**src/rtl/serial_ripple_subtractor.sv**
```systemverilog
// Bit-serial subtractor: computes {BOUT, DIFF} = A - B - BIN one bit per clock,
// LSB first. It uses a single full-subtractor cell and a registered borrow.
// Operands arrive and results leave over valid/ready handshakes.
// Operand ports use [0:WIDTH-1] ordering: index 0 is the MSB, index WIDTH-1 the LSB.
module serial_ripple_subtractor #(
   parameter int WIDTH = 4
) (
   input  logic             clk,
   input  logic             rst_n,
   input  logic             in_valid,
   output logic             in_ready,
   input  logic [0:WIDTH-1] A,
   input  logic [0:WIDTH-1] B,
   input  logic             BIN,
   output logic             out_valid,
   input  logic             out_ready,
   output logic [0:WIDTH-1] DIFF,
   output logic             BOUT
);

   localparam int CW = $clog2(WIDTH);
   localparam logic [CW-1:0] LAST = CW'(WIDTH - 1);

   localparam logic [1:0] IDLE = 2'd0;
   localparam logic [1:0] RUN  = 2'd1;
   localparam logic [1:0] DONE = 2'd2;

   logic [1:0]       state;
   logic [0:WIDTH-1] a_sr;      // minuend, shifted toward the LSB end each RUN cycle
   logic [0:WIDTH-1] b_sr;      // subtrahend, shifted the same way
   logic [0:WIDTH-1] part;      // partial difference assembled bit by bit
   logic             br;        // borrow into the bit being processed
   logic [CW-1:0]    cnt;       // bits already processed

   logic             a_bit;
   logic             b_bit;
   logic             d;
   logic             br_next;
   logic [CW-1:0]    idx;
   logic [0:WIDTH-1] part_next;

   assign in_ready = (state == IDLE) && rst_n;

   // Full-subtractor cell on the current LSB and the partial result with the new bit inserted
   always_comb begin
      // NOTE: every always_comb output gets a default first so no path leaves it unassigned (no latch).
      part_next = part;
      a_bit     = a_sr[WIDTH-1];
      b_bit     = b_sr[WIDTH-1];
      d         = a_bit ^ b_bit ^ br;
      br_next   = (~a_bit & b_bit) | (~a_bit & br) | (b_bit & br);
      idx       = LAST - cnt;
      part_next[idx] = d;
   end

   // Control FSM, serial datapath and result registers
   always_ff @(posedge clk or negedge rst_n) begin
      if (!rst_n) begin
         // NOTE: sequential state uses non-blocking assignments so every flop samples pre-edge values.
         state     <= IDLE;
         a_sr      <= '0;
         b_sr      <= '0;
         part      <= '0;
         br        <= 1'b0;
         cnt       <= '0;
         DIFF      <= '0;
         BOUT      <= 1'b0;
         out_valid <= 1'b0;
      end else begin
         case (state)
            IDLE: begin
               if (in_valid) begin
                  a_sr  <= A;
                  b_sr  <= B;
                  br    <= BIN;
                  part  <= '0;
                  cnt   <= '0;
                  state <= RUN;
               end
            end
            RUN: begin
               a_sr <= a_sr >> 1;
               b_sr <= b_sr >> 1;
               br   <= br_next;
               part <= part_next;
               cnt  <= cnt + 1'b1;
               if (cnt == LAST) begin
                  // The final bit goes straight into DIFF so the result appears in one update.
                  DIFF      <= part_next;
                  BOUT      <= br_next;
                  out_valid <= 1'b1;
                  cnt       <= '0;
                  state     <= DONE;
               end
            end
            DONE: begin
               if (out_ready) begin
                  out_valid <= 1'b0;
                  state     <= IDLE;
               end
            end
            default: state <= IDLE;
         endcase
      end
   end

endmodule

```
**config.mk**
```make
export PLATFORM = sky130hd
export DESIGN_NAME = serial_ripple_subtractor
export DESIGN_NICKNAME = d
export VERILOG_FILES = /design/src/rtl/serial_ripple_subtractor.sv
export SDC_FILE = /design/constraint.sdc
export NUM_CORES = 1
export LEC_CHECK = 0
export CORE_ASPECT_RATIO = 0.5
export CORE_MARGIN = 8
export CORE_UTILIZATION = 25
export CTS_BUF_LIST = sky130_fd_sc_hd__clkbuf_8
export DETAILED_ROUTE_END_ITERATION = 6
export GPL_ROUTABILITY_DRIVEN = 0
export GPL_TIMING_DRIVEN = 0
export PLACE_DENSITY = 0.55
export SETUP_SLACK_MARGIN = 0.5
export SYNTH_ARGS = -nofsm -noshare
export SYNTH_HDL_FRONTEND = slang
export SYNTH_SLANG_ARGS = --single-unit
export TNS_END_PERCENT = 1
```
**constraint.sdc**
```tcl
create_clock -name clk -period 1.5 [get_ports clk]
set_input_delay 0.3 -clock clk [delete_from_list [all_inputs] [get_ports clk]]
set_output_delay 0.3 -clock clk [all_outputs]
set_load 0.02 [all_outputs]
```
; ---- After elaboration in Yosys (flattened, before gate mapping)
; Index checks and enable logic that the tools add are counted.
[totals]
register_bits = 23
[classes]
n_addsub = 2
n_reduce_logical = 9
n_bitwise = 9
order_cmp = 2
eq_ne = 6
muxes = 21
[ops]
columns = op, n
row1 = $pmux W4 S2, 3
row2 = $mux W4, 3
row3 = $mux W2, 5
row4 = $ne A2 B2 Y1 const B, 3
row5 = $pmux W2 S3, 1
row6 = $reduce_and A3 Y1, 2
row7 = $bwmux W4, 1
row8 = $eq A2 B2 Y1 const B, 2
row9 = $mux W1, 4
row10 = $pmux W1 S2, 2
row11 = $pmux W2 S2, 1
row12 = $reduce_and A2 Y1, 2
row13 = $reduce_bool A2 Y1, 2
row14 = $and A1 B1 Y1, 3
row15 = $ge A3 B3 Y1 const B, 1
row16 = $lt A3 B1 Y1 const B, 1
row17 = $not A2 Y3, 1
row18 = $add A2 B1 Y2 const B, 1
row19 = $demux W1 S2, 1
row20 = $eq A2 B1 Y1 const B, 1
row21 = $logic_and A1 B1 Y1, 2
row22 = $logic_not A2 Y1, 1
row23 = $or A1 B1 Y1, 2
row24 = $sub A2 B2 Y2 const A, 1
row25 = other kinds (2), 3

; ---- Logic depth before layout (Yosys ltp)
; Gate-level depths: netlist of the first run.
[depth]
depth_word = 8
depth_mapped = 5

; ---- Worst setup path before layout of the first run
; No wires, ideal clock.
[synth_path]
path_kind = register to register
startpoint = register a_sr[3] (netlist bit)
endpoint = register part[2] (netlist bit)
path_stages_with_launch = 6
n_path_buf = 0
period_less_slack_ps = 1370
required_ps = 1372
path_slack_ps = 130
arrival_time_ps = 1242
path_cell_list = dfrtp_1 > inv_1 > fa_1 > nor2_1 > mux2i_1 > o21ai_0
[synth_between]
elab_chain_len = 4
[synth_rtl]
columns = item, line_no
row1 = start: declaration, 29  ; logic [0:WIDTH-1] a_sr;
row2 = start signal: assignment, 82  ; a_sr <= a_sr >> 1;
row3 = $xor A1 B1 Y1 (2 in series), 50  ; d = a_bit ^ b_bit ^ br;
row4 = $bwmux W4, 53  ; part_next[idx] = d;
row5 = $pmux W4 S2, 70  ; case (state)
row6 = end signal: assignment, 85  ; part <= part_next;
row7 = end: declaration, 31  ; logic [0:WIDTH-1] part;
; Every way passes these cells.
; A chain may end at the register's enable or synchronous reset.

; ---- Worst setup path in the final report of the first run
[layout_path]
startpoint = register br
endpoint = register part[2] (netlist bit)
[layout_between]
elab_chain_len = 3
[layout_rtl]
columns = item, line_no
row1 = start: declaration, 32  ; logic br;
row2 = start signal: assignment, 84  ; br <= br_next;
row3 = $xor A1 B1 Y1, 50
row4 = $bwmux W4, 53
row5 = $pmux W4 S2, 70
; Every way passes these cells.

==> results of run 1 <==
layout make-up:
| class | instances | area, um2 | share of cell area |
|---|---|---|---|
| Sequential cell | 22 | 553 | 0.361 |
| Tap cell | 57 | 71.3 | 0.0466 |
| Multi-Input combinational cell | 76 | 546 | 0.356 |
| Inverter | 6 | 30.0 | 0.0196 |
| Timing Repair Buffer | 25 | 230 | 0.150 |
| Clock buffer | 4 | 55.1 | 0.0359 |
| Buffer | 5 | 46.3 | 0.0302 |
metrics by stage:
step | TNS [ns] | worst slack (ns) | instance area [um2] | cells | total power, mW
after CTS | 0 | 0.0709 | 1490 | 194 | 3.18
after detailed placement | -3.31 | -1.19 | 1390 | 185 | 2.66
after floorplan | 0 | 0.137 | 1130 | 109 | 2.18
final | 0 | 0.0719 | 1530 | 195 | 3.25
after global routing | -0.0137 | -0.0137 | 1530 | 195 | 3.53
after global placement | -3.42 | -1.20 | 1390 | 185 | 2.62
registers in the layout, summed over array words and instances, names as in the netlist:
signal,cells
BOUT,1
DIFF,4
a_sr,4
b_sr,4
br,1
cnt,2
out_valid,1
part,3
state,2
critical path, stage by stage, from the launching register on:
cell and delay (ns):
dfrtp_1 0.41, fa_2 0.63, nor2_2 0.06, mux2i_1 0.14
o21ai_1 0.08
how the worst max path moves through the flow:
| stage | from | end | slack [ns] |
|---|---|---|---|
| 3_3_place_gp | rst_n | in_ready | -1.20 |
| 4_1_cts | a_sr[3] | part[2] | 0.07 |
| 6_report | br | part[2] | 0.07 |
| 2_1_floorplan | br | part[2] | 0.14 |
| 3_5_place_dp | rst_n | in_ready | -1.19 |
| 5_1_grt | br | part[2] | -0.01 |
synth_stat cells (all sizes together):
cell type	count
mux2i	4
inv	6
o21ai	14
nor2	4
and3	1
mux2	1
dfrtp	22
o31ai	1
ha	5
and2b	1
a32o	1
fa	1
o22ai	15
nand2b	3
o21bai	1
nand2	14
nand3b	1
buf	5
a21oi	9
kinds of logic (layout without fill, tap and decap cells):
kind of cell	count (synthesis)	after routing	synth area share
AO/OA/AOI/OAI	41	41	0.218
buffers and inverters	11	40	0.0557
flip-flops	22	22	0.490
adder cells (fa/ha/maj)	6	6	0.0735
multiplexers	5	5	0.0490
AND/OR/NAND/NOR	24	24	0.114
per-layer routing:
layer | share of wire | wire length, um
met5 | 0 | 0
met3 | 0.032 | 80
met2 | 0.51 | 1260
met1 | 0.45 | 1130
met4 | 0.011 | 27
repair_timing:
action | 4_1_cts | 5_1_grt
pin swaps | 1 | 2
setup endpoints to repair | 50 | 29
gates resized for setup | 26 | 14
cloned | 0 | 0
buffers inserted | 5 | 1
hold endpoints to repair | 22 | 22
layout by cell type, fill, tap and decap left out, drive strengths merged, types with 5 or more instances in the layout:
cell type / count
o21ai: 14
a21oi: 9
dfrtp: 22
dlygate4sd2: 6
buf: 13
inv: 6
nand2: 14
clkdlybuf4s50: 11
o22ai: 15
ha: 5
power breakdown:
part	internal [mW]	switching (mW)	total, mW
Combinational	0.835	0.893	1.73
Clock	0.234	0.186	0.420
Sequential	0.875	0.224	1.10
Total	1.94	1.30	3.25
==> results.ini, run 1 <==
[global_routing]
grt.busiest_layer=met2
grt_util_met3=0.0236
grt_usage=0.0717
overflow=0
grt_pass1_vias=854
antenna_found_initial=0
gr-usage-met2=0.120
gr-usage-met1=0.0837
grt_max_degree=24
grt_pass1_wl_um=4220

[clock_tree]
clockRootBuffer=clkbuf_8
htree_levels=1
tritoncts=yes
clock_latency_ns=0.26
cts.path.max_buffers=2
numCtsBuffers=3
clkTransAtPathRegs_ns=0.08
cts_sinks=22

[synthesis]
synthDominantAreaCellType=dfrtp_1
synth.area.top_cells=dfrtp_1 49%, o22ai_1 8.4%, ha_1 5.6%, o21ai_0 5.3%, nand2_1 4.7%
ys_seq_area_frac=0.490
ys_ff_latch=22
yosysUniqueCellTypes=24
syn-num-nets=128
ys_warn_count=0
syn_area_um2=1120
syn_avg_cell_area_um2=10.3
synth_top_area_share=0.490
synthCells=109

[die]
dieArea_um2=7030
initial_core_util=0.258
die_x_um=111
fp.dieH_um=63.4
core_um2=4360
ios=20
rows=17

[place]
io_buffers=19
dp.final_hpwl_um=1790

[power_and_ir_drop]
power_density_nw_per_um2=2120
irDropWorstVdd_mv=0.457
leakage_nw=0.667

[critical_path]
rr_endpoint=part[2]
worstPathArrival_ns=1.58
cp.required_ns=1.65
reg2reg_from=br
start_kind=register
worstSetupPathType=register to register
rrSetupSlack_ns=0.07
r2r_cells=4
cp-end-kind=register
path_max_fanout=5

[layout]
drive_gt1_frac=0.217
diodes=0
n_fill_cell=455
area_delta_synth_final_pct=36.3
layout.nets=158
postLayoutCoreUtil=0.351

[detailed_routing]
routed_via_density=4.42
firstDrtPassIters=4
first_iter_violations=41
drc=0
totalWireLength_um=2500
vias=862
ant_nets=0
drt-wirelength-per-cell_um=12.8

[sta]
max_slew_margin=0.797
min_period_over_period=0.952
worst_pin_slew_ns=0.304
period_needed_ns=1.43
report.final.slew_viol_count=0
fin_hold_ws_ns=-0.0774
clock.fmax_ghz=0.700
clock_skew_ns=0.00549
setup_viol=0
rsz0062_at_grt=yes
hold_viol=22

[run]
maxCapViolations=0

[run_status]
violations=negative hold slack
status=complete, but fails checks

[min_path]
hold_path_class=input port to asynchronous set/reset pin

Power figures use the tool's default switching activity.
==> inputs of run 2 (changes only) <==
--- a/config.mk
+++ b/config.mk
@@ -5,14 +5,13 @@
 export SDC_FILE = /design/constraint.sdc
 export NUM_CORES = 1
 export LEC_CHECK = 0
-export CORE_ASPECT_RATIO = 0.5
 export CORE_MARGIN = 8
-export CORE_UTILIZATION = 25
+export CORE_UTILIZATION = 50
 export CTS_BUF_LIST = sky130_fd_sc_hd__clkbuf_8
 export DETAILED_ROUTE_END_ITERATION = 6
 export GPL_ROUTABILITY_DRIVEN = 0
 export GPL_TIMING_DRIVEN = 0
-export PLACE_DENSITY = 0.55
+export PLACE_DENSITY = 0.87
 export SETUP_SLACK_MARGIN = 0.5
 export SYNTH_ARGS = -nofsm -noshare
 export SYNTH_HDL_FRONTEND = slang
==> constraint.sdc (replaced) <==
create_clock -name clk -period 1.5 [get_ports clk]
set_input_delay 0.15 -clock clk [delete_from_list [all_inputs] [get_ports clk]]
set_output_delay 0.15 -clock clk [all_outputs]
set_load 0.02 [all_outputs]
==> run 2 against run 1 <==
  * The run still ends with negative hold slack left
  * First-iteration DRC count rose by 22%
  * Final cell count fell by 17%
  * Critical path depth did not move
  * Clock skew down 0.0016 ns
  * Fmax increased by 0.11%
  * Clock power shrank 15%
  * Routed wire length down 5.4%
  * Combinational power fell by 5%
  * Cell area fell by 7.2%
  * Sequential share of layout area is 2.6 points higher
  * Core utilization rose by 30 points
  * Worst setup slack better by 0.0016 ns
  * Largest cell class unchanged
  * Highest routed layer unchanged
==> results.ini, run 2 (same netlist as run 1, synthesis figures left out) <==
[die]
rows=17  ; unchanged
die_x_um=63.4  ; -43%
initial_core_util=0.518  ; +0.260
dieArea_um2=4020  ; -43%
core_um2=2170  ; -50%
fp.dieH_um=63.4  ; unchanged
ios=20  ; unchanged

[layout]
diodes=0  ; unchanged
drive_gt1_frac=0.149  ; -0.0681
layout_commonest_cell=dfrtp_1
multi_input_area_um2=515  ; -5.5%
final_cell_mix=22 x dfrtp_1, 17 x clkdlybuf4s50_1, 15 x o22ai_1, 14 x nand2_1, 11 x o21ai_0
final_cell_area_um2=1420  ; -7.2%
postLayoutCoreUtil=0.655  ; +0.304
layout.nets=155  ; -1.9%
layout.area.seq_um2=551  ; -0.45%
final_cell_count_no_fill=162  ; -17%
n_fill_cell=195  ; -57%
area_delta_synth_final_pct=26.5
largestRegisters=DIFF: 4 flops, a_sr: 4 flops, b_sr: 4 flops

[power_and_ir_drop]
power_frac_seq=0.349  ; +0.011
leakage_nw=0.632  ; -5.2%
switching_share=0.401  ; about the same
power_density_nw_per_um2=2160  ; +1.7%
power.share.clock=0.116  ; -0.013
irDropWorstVdd_mv=1.30  ; +180%
switching_power_mw=1.23  ; -5.7%
pwr-share-comb=0.535  ; +0.003
internal_power_mw=1.84  ; -5.6%
p_total_mw=3.06  ; -5.6%

[critical_path]
rr_endpoint=part[1]
path_max_fanout=5  ; unchanged
path_depth=4  ; unchanged
r2r_cells=4  ; unchanged
rrSetupSlack_ns=0.07  ; about the same
start_kind=register
cp-end-kind=register
cp.required_ns=1.64  ; about the same
crit_family=adder cells
critPathBufInv=0  ; unchanged
crit_path_cell_trace=fa_2 > nor2_2 > mux2i_1 > o21ai_1
crit_path_max_incr_delay_ns=0.63  ; about the same
crit_slowest_cell=fa_2
worstSetupPathType=register to register
worstPathArrival_ns=1.57  ; about the same
reg2reg_from=b_sr[3]

[place]
dp.final_hpwl_um=1800  ; +0.38%
dpl-instance-area_um2=1350  ; -2.6%
place_ws_ns=-0.875  ; +0.320 ns
place_inst=156  ; -16%
io_buffers=19  ; unchanged

[run_status]
violations=negative hold slack
status=complete, but fails checks

[global_routing]
antenna_found_initial=0  ; unchanged
overflow=0  ; unchanged
grt_pass1_vias=923  ; +8.1%
grt_max_degree=24  ; unchanged
grt_usage=0.126  ; +0.0543
grt_pass1_wl_um=4090  ; -2.9%

[clock_tree]
htree_levels=1  ; unchanged
cts.path.max_buffers=2  ; unchanged
tritoncts=yes
numCtsBuffers=3  ; unchanged
clockRootBuffer=clkbuf_8
clkTransAtPathRegs_ns=0.07  ; about the same
cts_sinks=22  ; unchanged
clock_latency_ns=0.26  ; about the same

[run]
maxCapViolations=0  ; unchanged

[sta]
max_slew_margin=0.625  ; -0.172
hold_viol=22  ; unchanged
clock_skew_ns=0.00384  ; -0.00165 ns
fin_hold_ws_ns=-0.0348  ; +0.0426 ns
min_period_over_period=0.951  ; -0.00105
clock.fmax_ghz=0.701  ; +0.11%
setup_viol=0  ; unchanged
rsz0062_at_grt=yes
worst_pin_slew_ns=0.562  ; +0.258 ns
period_needed_ns=1.43  ; -0.00157 ns
report.final.slew_viol_count=0  ; unchanged
setup_ws_ns=0.0735  ; +0.00157 ns

[detailed_routing]
first_iter_violations=50  ; +22%
drc=0  ; unchanged
routed_via_density=5.30  ; +20%
ant_nets=0  ; unchanged
drt-wirelength-per-cell_um=14.6  ; +14%
totalWireLength_um=2370  ; -5.4%
vias=858  ; -0.46%
firstDrtPassIters=4  ; unchanged

[min_path]
hold_path_class=input port to asynchronous set/reset pin

-- run 2: layer usage --
layer / wire length, um / vias to the layer above / part of all wire / track usage
met5: 0 / - / 0 / 0
met4: 45 / 0 / 0.019 / 0.0641
met3: 139 / 4 / 0.059 / 0.0459
met2: 1160 / 22 / 0.49 / 0.209
met1: 1020 / 395 / 0.43 / 0.138
li1: - / 437 / - / -
-- run 2: metrics by stage --
step / TNS (ns) / hold slack [ns]
final: 0 / -0.0348
after global routing: 0 / 0.0137
after CTS: 0 / -0.0177
after detailed placement: -0.875 / 0.470
after global placement: -0.859 / 0.460
after floorplan: 0 / -0.146
-- run 2: worst register-to-register path, delay by kind of cell, from the launching register on --
family / cells / cell delay [ns]
flops: 1 / 0.40
fa+ha+maj: 1 / 0.63
mux: 1 / 0.14
simple gates: 1 / 0.06
compound gates: 1 / 0.08
-- run 2: worst max path at each step --
| stage | from | endpoint |
|---|---|---|
| after global placement | rst_n | in_ready |
| final | b_sr[3] | part[1] |
| after global routing | b_sr[3] | part[1] |
| after detailed placement | rst_n | in_ready |
| after floorplan | br | part[2] |
| after CTS | a_sr[3] | part[1] |
-- run 2: final cells by class --
cell class | instances | share of cell area
timing repair buffer | 22 | 0.149
multi-input combinational | 76 | 0.363
buffer | 5 | 0.0282
tap | 28 | 0.0246
inverter | 6 | 0.0194
sequential | 22 | 0.387
clock buffer | 3 | 0.0290
-- run 2: timing repair --
item / 4_1_cts / 5_1_grt
endpoints found under the hold margin: 22 / 0
pin swaps: 1 / 1
endpoints found under the setup margin: 51 / 29
buffers inserted: 2 / 1
gates resized for setup: 12 / 0
-- run 2: power by group through the flow --
stage,clock network (mW),registers (mW),logic (mW)
4_1_cts,0.366,1.07,1.65
3_5_place_dp,0,1.09,1.57
2_1_floorplan,0,1.13,1.05
3_3_place_gp,0,1.07,1.50
6_report,0.356,1.07,1.64
5_1_grt,0.379,1.11,1.83
==> inputs of run 3 (changes only) <==
--- a/config.mk
+++ b/config.mk
@@ -11,6 +11,7 @@
 export DETAILED_ROUTE_END_ITERATION = 6
 export GPL_ROUTABILITY_DRIVEN = 0
 export GPL_TIMING_DRIVEN = 0
+export HOLD_SLACK_MARGIN = 0.03
 export PLACE_DENSITY = 0.87
 export SETUP_SLACK_MARGIN = 0.5
 export SYNTH_ARGS = -nofsm -noshare
==> results of run 3 <==
Final layout, timing and power as in run 2 (identical DEF).
